==> src/rtl/multicycle_ctrl.sv <==
// Multi-cycle FETCH/DECODE/EXEC/MEM/WB sequencer for the 8-bit ALU datapath.
// Define PERF_CNT_EN to build the retired-instruction counter; otherwise retired_o is tied to 0.
module multicycle_ctrl #(
  parameter logic [7:0]  HALT_WORD = 8'hFF,
  parameter int unsigned CNT_W     = 16
) (
  input  logic             ck_i,
  input  logic             rst_n_i,
  input  logic             start_i,
  input  logic [7:0]       imem_rdata_i,
  input  logic             imem_ack_i,
  input  logic             dmem_ack_i,
  input  logic             alu_zero_i,
  output logic             imem_req_o,
  output logic             dmem_req_o,
  output logic             dmem_we_o,
  output logic [7:0]       ir_o,
  output logic             pc_we_o,
  output logic             pc_src_o,
  output logic             alu_src_o,
  output logic             alu_op_o,
  output logic             reg_write_o,
  output logic             mem_to_reg_o,
  output logic             busy_o,
  output logic             halted_o,
  output logic [2:0]       state_o,
  output logic [CNT_W-1:0] retired_o
);

  typedef enum logic [2:0] {
    StIdle   = 3'd0,
    StFetch  = 3'd1,
    StDecode = 3'd2,
    StExec   = 3'd3,
    StMem    = 3'd4,
    StWb     = 3'd5,
    StHalt   = 3'd6
  } ctrlState_e;

  localparam logic [2:0] OpJal = 3'b000;
  localparam logic [2:0] OpJr  = 3'b001;
  localparam logic [2:0] OpAdd = 3'b010;
  localparam logic [2:0] OpBeq = 3'b011;
  localparam logic [2:0] OpSw  = 3'b100;
  localparam logic [2:0] OpLw  = 3'b101;
  localparam logic [2:0] OpXor = 3'b110;
  localparam logic [2:0] OpLa  = 3'b111;

  ctrlState_e state_q, state_d;
  logic [7:0] ir_q, ir_d;
  logic [2:0] opcode;

  assign opcode = ir_q[7:5];

  always_ff @(posedge ck_i) begin
    if (!rst_n_i) begin
      state_q <= StIdle;
      ir_q    <= '0;
    end else begin
      state_q <= state_d;
      ir_q    <= ir_d;
    end
  end

  // Strobes are decoded from state, IR and the current ack, so each is a pulse within its state.
  always_comb begin
    state_d      = state_q;
    ir_d         = ir_q;
    imem_req_o   = 1'b0;
    dmem_req_o   = 1'b0;
    dmem_we_o    = 1'b0;
    pc_we_o      = 1'b0;
    pc_src_o     = 1'b0;
    alu_src_o    = 1'b0;
    alu_op_o     = 1'b0;
    reg_write_o  = 1'b0;
    mem_to_reg_o = 1'b0;
    case (state_q)
      StIdle: begin
        if (start_i) state_d = StFetch;
      end
      StFetch: begin
        imem_req_o = 1'b1;
        if (imem_ack_i) begin
          ir_d    = imem_rdata_i;
          state_d = StDecode;
        end
      end
      StDecode: begin
        state_d = (ir_q == HALT_WORD) ? StHalt : StExec;
      end
      StExec: begin
        case (opcode)
          OpJal: begin
            reg_write_o = 1'b1;
            pc_we_o     = 1'b1;
            pc_src_o    = 1'b1;
            state_d     = StFetch;
          end
          OpJr: begin
            pc_we_o  = 1'b1;
            pc_src_o = 1'b1;
            state_d  = StFetch;
          end
          OpAdd: begin
            alu_src_o = 1'b1;
            state_d   = StWb;
          end
          OpXor: begin
            alu_src_o = 1'b1;
            alu_op_o  = 1'b1;
            state_d   = StWb;
          end
          OpBeq: begin
            pc_we_o  = 1'b1;
            pc_src_o = alu_zero_i & ir_q[0];
            state_d  = StFetch;
          end
          default: begin
            state_d = StMem;
          end
        endcase
      end
      StMem: begin
        dmem_req_o = 1'b1;
        dmem_we_o  = (opcode == OpSw);
        if (dmem_ack_i) begin
          if (opcode == OpSw) begin
            pc_we_o = 1'b1;
            state_d = StFetch;
          end else begin
            state_d = StWb;
          end
        end
      end
      StWb: begin
        reg_write_o  = 1'b1;
        pc_we_o      = 1'b1;
        mem_to_reg_o = (opcode == OpLw) || (opcode == OpLa);
        state_d      = StFetch;
      end
      StHalt: begin
        state_d = StHalt;
      end
      default: begin
        state_d = StIdle;
      end
    endcase
  end

  assign ir_o     = ir_q;
  assign state_o  = state_q;
  assign busy_o   = (state_q != StIdle) && (state_q != StHalt);
  assign halted_o = (state_q == StHalt);

`ifdef PERF_CNT_EN
  localparam logic [CNT_W-1:0] CntOne = {{(CNT_W-1){1'b0}}, 1'b1};
  logic [CNT_W-1:0] retired_q;

  // Every pc_we pulse marks one retired instruction; the counter wraps naturally.
  always_ff @(posedge ck_i) begin
    if (!rst_n_i) begin
      retired_q <= '0;
    end else if (pc_we_o) begin
      retired_q <= retired_q + CntOne;
    end
  end

  assign retired_o = retired_q;
`else
  assign retired_o = '0;
`endif

endmodule
==> config.mk <==
export PLATFORM = sky130hd
export DESIGN_NAME = multicycle_ctrl
export DESIGN_NICKNAME = d
export VERILOG_FILES = /design/src/rtl/multicycle_ctrl.sv
export SDC_FILE = /design/constraint.sdc
export NUM_CORES = 1
export LEC_CHECK = 0
export CAP_MARGIN = 0
export CELL_PAD_IN_SITES_DETAIL_PLACEMENT = 0
export CELL_PAD_IN_SITES_GLOBAL_PLACEMENT = 2
export CORE_ASPECT_RATIO = 1.4
export CORE_MARGIN = 3
export CORE_UTILIZATION = 20
export CTS_BUF_LIST = sky130_fd_sc_hd__clkbuf_16
export CTS_CLUSTER_SIZE = 25
export DETAILED_ROUTE_END_ITERATION = 6
export GPL_ROUTABILITY_DRIVEN = 0
export PLACE_DENSITY_LB_ADDON = 0.1
export SYNTH_ARGS = -nofsm -noshare
export SYNTH_HDL_FRONTEND = slang
export SYNTH_SLANG_ARGS = --single-unit
==> constraint.sdc <==
create_clock -name ck_i -period 2.85 [get_ports ck_i]
set_clock_uncertainty 0.2 [all_clocks]
set_input_delay 0.57 -clock ck_i [delete_from_list [all_inputs] [get_ports ck_i]]
set_output_delay 0.57 -clock ck_i [all_outputs]
set_load 0.02 [all_outputs]
# Word-level counts from Yosys, hierarchy flattened
# Cells that the tools add are included.
[totals]
reg_bits = 11
output_inout_bits = 38
[op_classes]
n_reduce_logical = 10
eq_ne = 18
muxes = 23
bitwise = 1
[op_table]
columns = ["operator", "count"]
rows = [
  ["3-bit == test, second input constant", 7],
  ["3-bit case mux with 7 select lines", 1],
  ["3-bit two-way mux", 5],
  ["1-bit two-way mux", 13],
  ["3-bit by 2-bit == test with 1-bit output, second input constant", 4],
  ["8-bit == test, second input constant", 1],
  ["3-bit by 1-bit == test with 1-bit output, second input constant", 2],
  ["3-bit zero test", 2],
  ["2-bit != test, second input constant", 3],
  ["3-bit case mux with 2 select lines", 1],
  ["1-bit case mux with 2 select lines", 2],
  ["2-bit OR reduction", 2],
  ["3-bit != test, second input constant", 1],
  ["1-bit case mux with 3 select lines", 1],
  ["3-bit AND reduction", 1],
  ["3-bit nonzero test", 1],
  ["3-bit OR reduction", 1],
  ["2-bit AND reduction", 1],
  ["1-bit AND", 1],
  ["1-bit logical AND", 1],
  ["1-bit logical OR", 1],
]

# Longest topological paths before layout
# Gate-level depths: netlist of run 1.
[logic_depth]
ltp_word = 4
mapped_depth = 5
mapped_depth_nobuf = 4

# Worst setup path before layout of run 1
# OpenSTA, ideal clock, no wires.
[synth_path]
path_kind = "register to output"
from = "register ir_q[5], in the netlist ir_o[5]"
to = "output pc_src_o"
arrival_ns = 1.826
slack_ns = 0.254
n_path_buf = 1
stages_incl_launch_ff = 4
cell_sequence = "dfxtp_1 > buf_6 > nand3_1 > a2111oi_0"
[synth_between]
elab_chain_len = 4
word_cells_on_any_way = 6
classes_between = "eq/ne (2); mux (2); reduce/logical (2)"
[synth_rtl]
columns = ["item", "line_no", "rtl"]
rows = [
  ["from (decl)", "50", "logic [7:0] ir_q, ir_d;"],
  ["from (signal assigned)", "61", "ir_q <= ir_d;"],
  ["3-bit by 1-bit == test with 1-bit output / 3-bit zero test (equally long branches)", "93", "case (opcode)"],
  ["2-bit OR reduction (no source line)", "--", ""],
  ["1-bit case mux with 2 select lines (*)", "93", ""],
  ["1-bit two-way mux (*)", "78", "case (state_q)"],
  ["to (decl)", "19", "output logic pc_src_o,"],
]
# Mark *: on every way between the ends. The rest lies on a longest branch, timed or not.

# Final worst setup path of run 1
[layout_path]
from = "register state_q[1], in the netlist state_o[1]"
to = "output pc_we_o"
[layout_between]
elab_chain_len = 2
word_cells_on_any_way = 4
classes_between = "eq/ne (3); mux (1)"
[layout_rtl]
columns = ["item", "line_no", "rtl"]
rows = [
  ["from (decl)", "49", "ctrlState_e state_q, state_d;"],
  ["from (signal assigned)", "57", "state_q <= StIdle;"],
  ["from (signal assigned)", "60", "state_q <= state_d;"],
  ["3-bit == test / 3-bit by 2-bit == test with 1-bit output (equally long branches)", "78", ""],
  ["1-bit case mux with 3 select lines (*)", "78", ""],
  ["to (decl)", "18", "output logic pc_we_o,"],
]
# Marks and branches as above.

==> flow_summary_export.csv, run 1 <==
group,metric,value,unit
status,status,"finished, final reports clean",
timing,final_hold_viol_count,0,
timing,slew_viol_final,0,
power_and_ir_drop,switching_share,30.8,%
power_and_ir_drop,p_total,649,uW
routing,drc,0,
power_and_ir_drop,p_per_area,516,nW/um2
routing,firstDrtPassIters,4,
synthesis,synthCells,110,
worst_hold_path,hp-class,"reg -> reg",
cts,clk_pin_slew,40,ps
timing,setup_slack,117,ps
timing,hold-worst-slack,274,ps
finish,multi_input_area,500,um2
setup_path,critPathMaxFanout,7,
power_and_ir_drop,combPwrFrac,32.5,%
global_route,grt_max_degree,12,
timing,setup_tns,0,ps
cts,clockRootBuffer,"clkbuf_16",
floorplan,ioPinCount,52,
finish,final_area,1260,um2
timing,timing.fmax,0.366,GHz
floorplan,rows,27,
run,drv_cap,0,
finish,layout-drive-gt1-share,11.7,%
setup_path,crit_required,2080,ps
routing,viasPerCell,4.40,
finish,antenna_cells,0,
timing,setup_viol,0,
cts,postCtsSetupBuffers,0,
placed_design,port_buffers,35,
floorplan,die_height,84.0,um
cts,h-tree-depth,1,
power_and_ir_drop,power.switching,200,uW
setup_path,end_kind,"output port",
timing,rsz0062_at_grt,"false",
routing,drt_wl_total,2470,um
global_route,antenna_found_initial,0,
synthesis,ys_seq_area_share,25.4,%
finish,postLayoutCoreUtil,31.0,%
cts,cts_tree,"done",
global_route,global_route.usage.total,9.84,%
placed_design,pre_cts_ws,-118,ps
routing,vias,828,
floorplan,start_util,21.4,%
floorplan,core,4050,um2
timing,min_period,2730,ps
placed_design,post_dp_cell_area,1180,um2
power_and_ir_drop,clkPwrFrac,38.4,%
finish,num-fill-cells,462,
cts,cts_sinks,11,
placed_design,hpwl,1990,um
synthesis,synth.ff_latch_count,11,
power_and_ir_drop,seqPwrFrac,29.1,%
cts,clock_latency,230,ps
cts,numCtsBuffers,3,
setup_path,crit_type,"reg -> out",
setup_path,worstPathArrival,1960,ps
routing,ant_nets,0,
global_route,first_global_vias,768,
synthesis,synth_area,868,um2
finish,fin_cells,188,
power_and_ir_drop,p_int,449,uW
synthesis,yosysWarnings,0,
global_route,overflow,0,
finish,final_cell_mix,"clkdlybuf4s50_1 (34), nand2_1 (20), conb_1 (16)",
routing,post_drt_wl_per_cell,13.1,um
floorplan,dieArea,5180,um2
timing,period_share,95.9,%
finish,area_growth_syn_to_layout,44.7,%
synthesis,ys_types,36,
power_and_ir_drop,p_leak,0.496,nW
routing,drtIter0Drc,42,
power_and_ir_drop,ir_worst_vdd,0.276,mV
setup_path,startpoint_type,"flip-flop",
global_route,grt_pass1_wl,3860,um
cts,cts_max_path_buffers,2,
placed_design,placedCellCount,184,
floorplan,die_w,61.7,um
finish,final_nets,160,
finish,final_common_cell,"clkdlybuf4s50_1",
finish,seq_area,221,um2
synthesis,avgSynthCellArea,7.89,um2
[worst max-delay path: stages (launching register included)]
cell	delay, ps
dfxtp_1	460
nand2b_1	170
nor3_1	220
o21a_1	180
a21o_1	90
clkdlybuf4s50_1	590
[Yosys cell counts]
master / n / area share (%)
nor3_1: 1 / 0.58
and2_1: 3 / 2.2
a221oi_1: 1 / 1.0
a32oi_1: 1 / 1.0
or3b_2: 1 / 1.0
o41ai_1: 1 / 1.0
dfxtp_1: 11 / 25
buf_2: 1 / 0.58
buf_6: 4 / 5.2
nand3_1: 3 / 1.7
nor2b_1: 2 / 1.4
buf_4: 18 / 16
conb_1: 1 / 0.43
inv_2: 1 / 0.43
mux2i_1: 2 / 2.3
nor4b_1: 1 / 1.0
nand4_1: 2 / 1.4
a21oi_1: 1 / 0.58
nand2_1: 20 / 8.6
nand2b_1: 1 / 0.72
o21ai_1: 1 / 0.58
mux2_2: 1 / 1.3
nor3b_2: 2 / 2.9
o21a_1: 2 / 1.7
nor2_1: 7 / 3.0
a21o_1: 1 / 0.86
nor2_2: 1 / 0.72
and2b_1: 1 / 0.86
o221ai_1: 2 / 2.0
a21boi_1: 8 / 6.9
a2111oi_0: 1 / 1.0
inv_1: 3 / 1.3
nor4b_2: 1 / 1.7
o2111a_1: 1 / 1.3
nor3_2: 1 / 1.2
clkbuf_1: 1 / 0.43
[flip-flops by register name, summed over array words and instances, names as in the netlist]
name / cells
ir_o: 8
state_o: 3
[layout make-up]
class                   count  share of cell area, %
repair buffers             40                   30.8
clock inverters             1                  0.299
flip-flops and latches     11                   17.6
inverters                   4                   1.20
multi-input cells          86                   39.8
clock buffers               3                   5.98
well taps                  43                   4.28
[per-layer routing]
layer	up-vias	routed length, um	global-route usage [%]
met3	4	172	1.08
met5	-	0	0
met2	38	1330	17.4
li1	411	-	-
met4	0	53	4.63
met1	375	914	11.0
[what timing repair did]
action | 4_1_cts | 5_1_grt
hold buffers | 0 | 0
gates resized for setup | 1 | 1
setup endpoints to repair | 1 | 1
pin swaps | 0 | 0
[logic make-up (layout without fill, tap and decap cells)]
group | after synthesis | after routing | share of synthesized area [%]
flip-flops | 11 | 11 | 25.4
other | 1 | 16 | 0.432
multiplexers | 3 | 3 | 3.60
AND/OR/NAND/NOR | 47 | 47 | 29.1
buffers and inverters | 28 | 48 | 23.5
AO/OA/AOI/OAI | 20 | 20 | 18.0
[worst paths after layout]
check             start  endpoint  slack, ps  depth (start not counted)
max          state_o[1]   pc_we_o        120                          5
min             ir_o[4]   ir_o[4]        270                          2
max reg2reg  state_o[0]   ir_o[7]       1070                          5
min reg2reg     ir_o[4]   ir_o[4]        270                          2
[power by group through the flow]
stage / clock network, mW / logic [mW] / registers (mW)
after CTS: 0.253 / 0.214 / 0.189
final: 0.249 / 0.211 / 0.189
after global placement: 0 / 0.214 / 0.192
after global routing: 0.262 / 0.228 / 0.192
after floorplan: 0 / 0.143 / 0.196
after detailed placement: 0 / 0.213 / 0.191
Note: power is estimated with default switching activity, not from simulation.
==> run 2: changes to the inputs <==
--- a/config.mk
+++ b/config.mk
@@ -14,7 +14,6 @@
 export CTS_BUF_LIST = sky130_fd_sc_hd__clkbuf_16
 export CTS_CLUSTER_SIZE = 25
 export DETAILED_ROUTE_END_ITERATION = 6
-export GPL_ROUTABILITY_DRIVEN = 0
 export PLACE_DENSITY_LB_ADDON = 0.1
 export SYNTH_ARGS = -nofsm -noshare
 export SYNTH_HDL_FRONTEND = slang
==> results of run 2 <==
The final DEF is identical to that of run 1; final timing and power are the same.
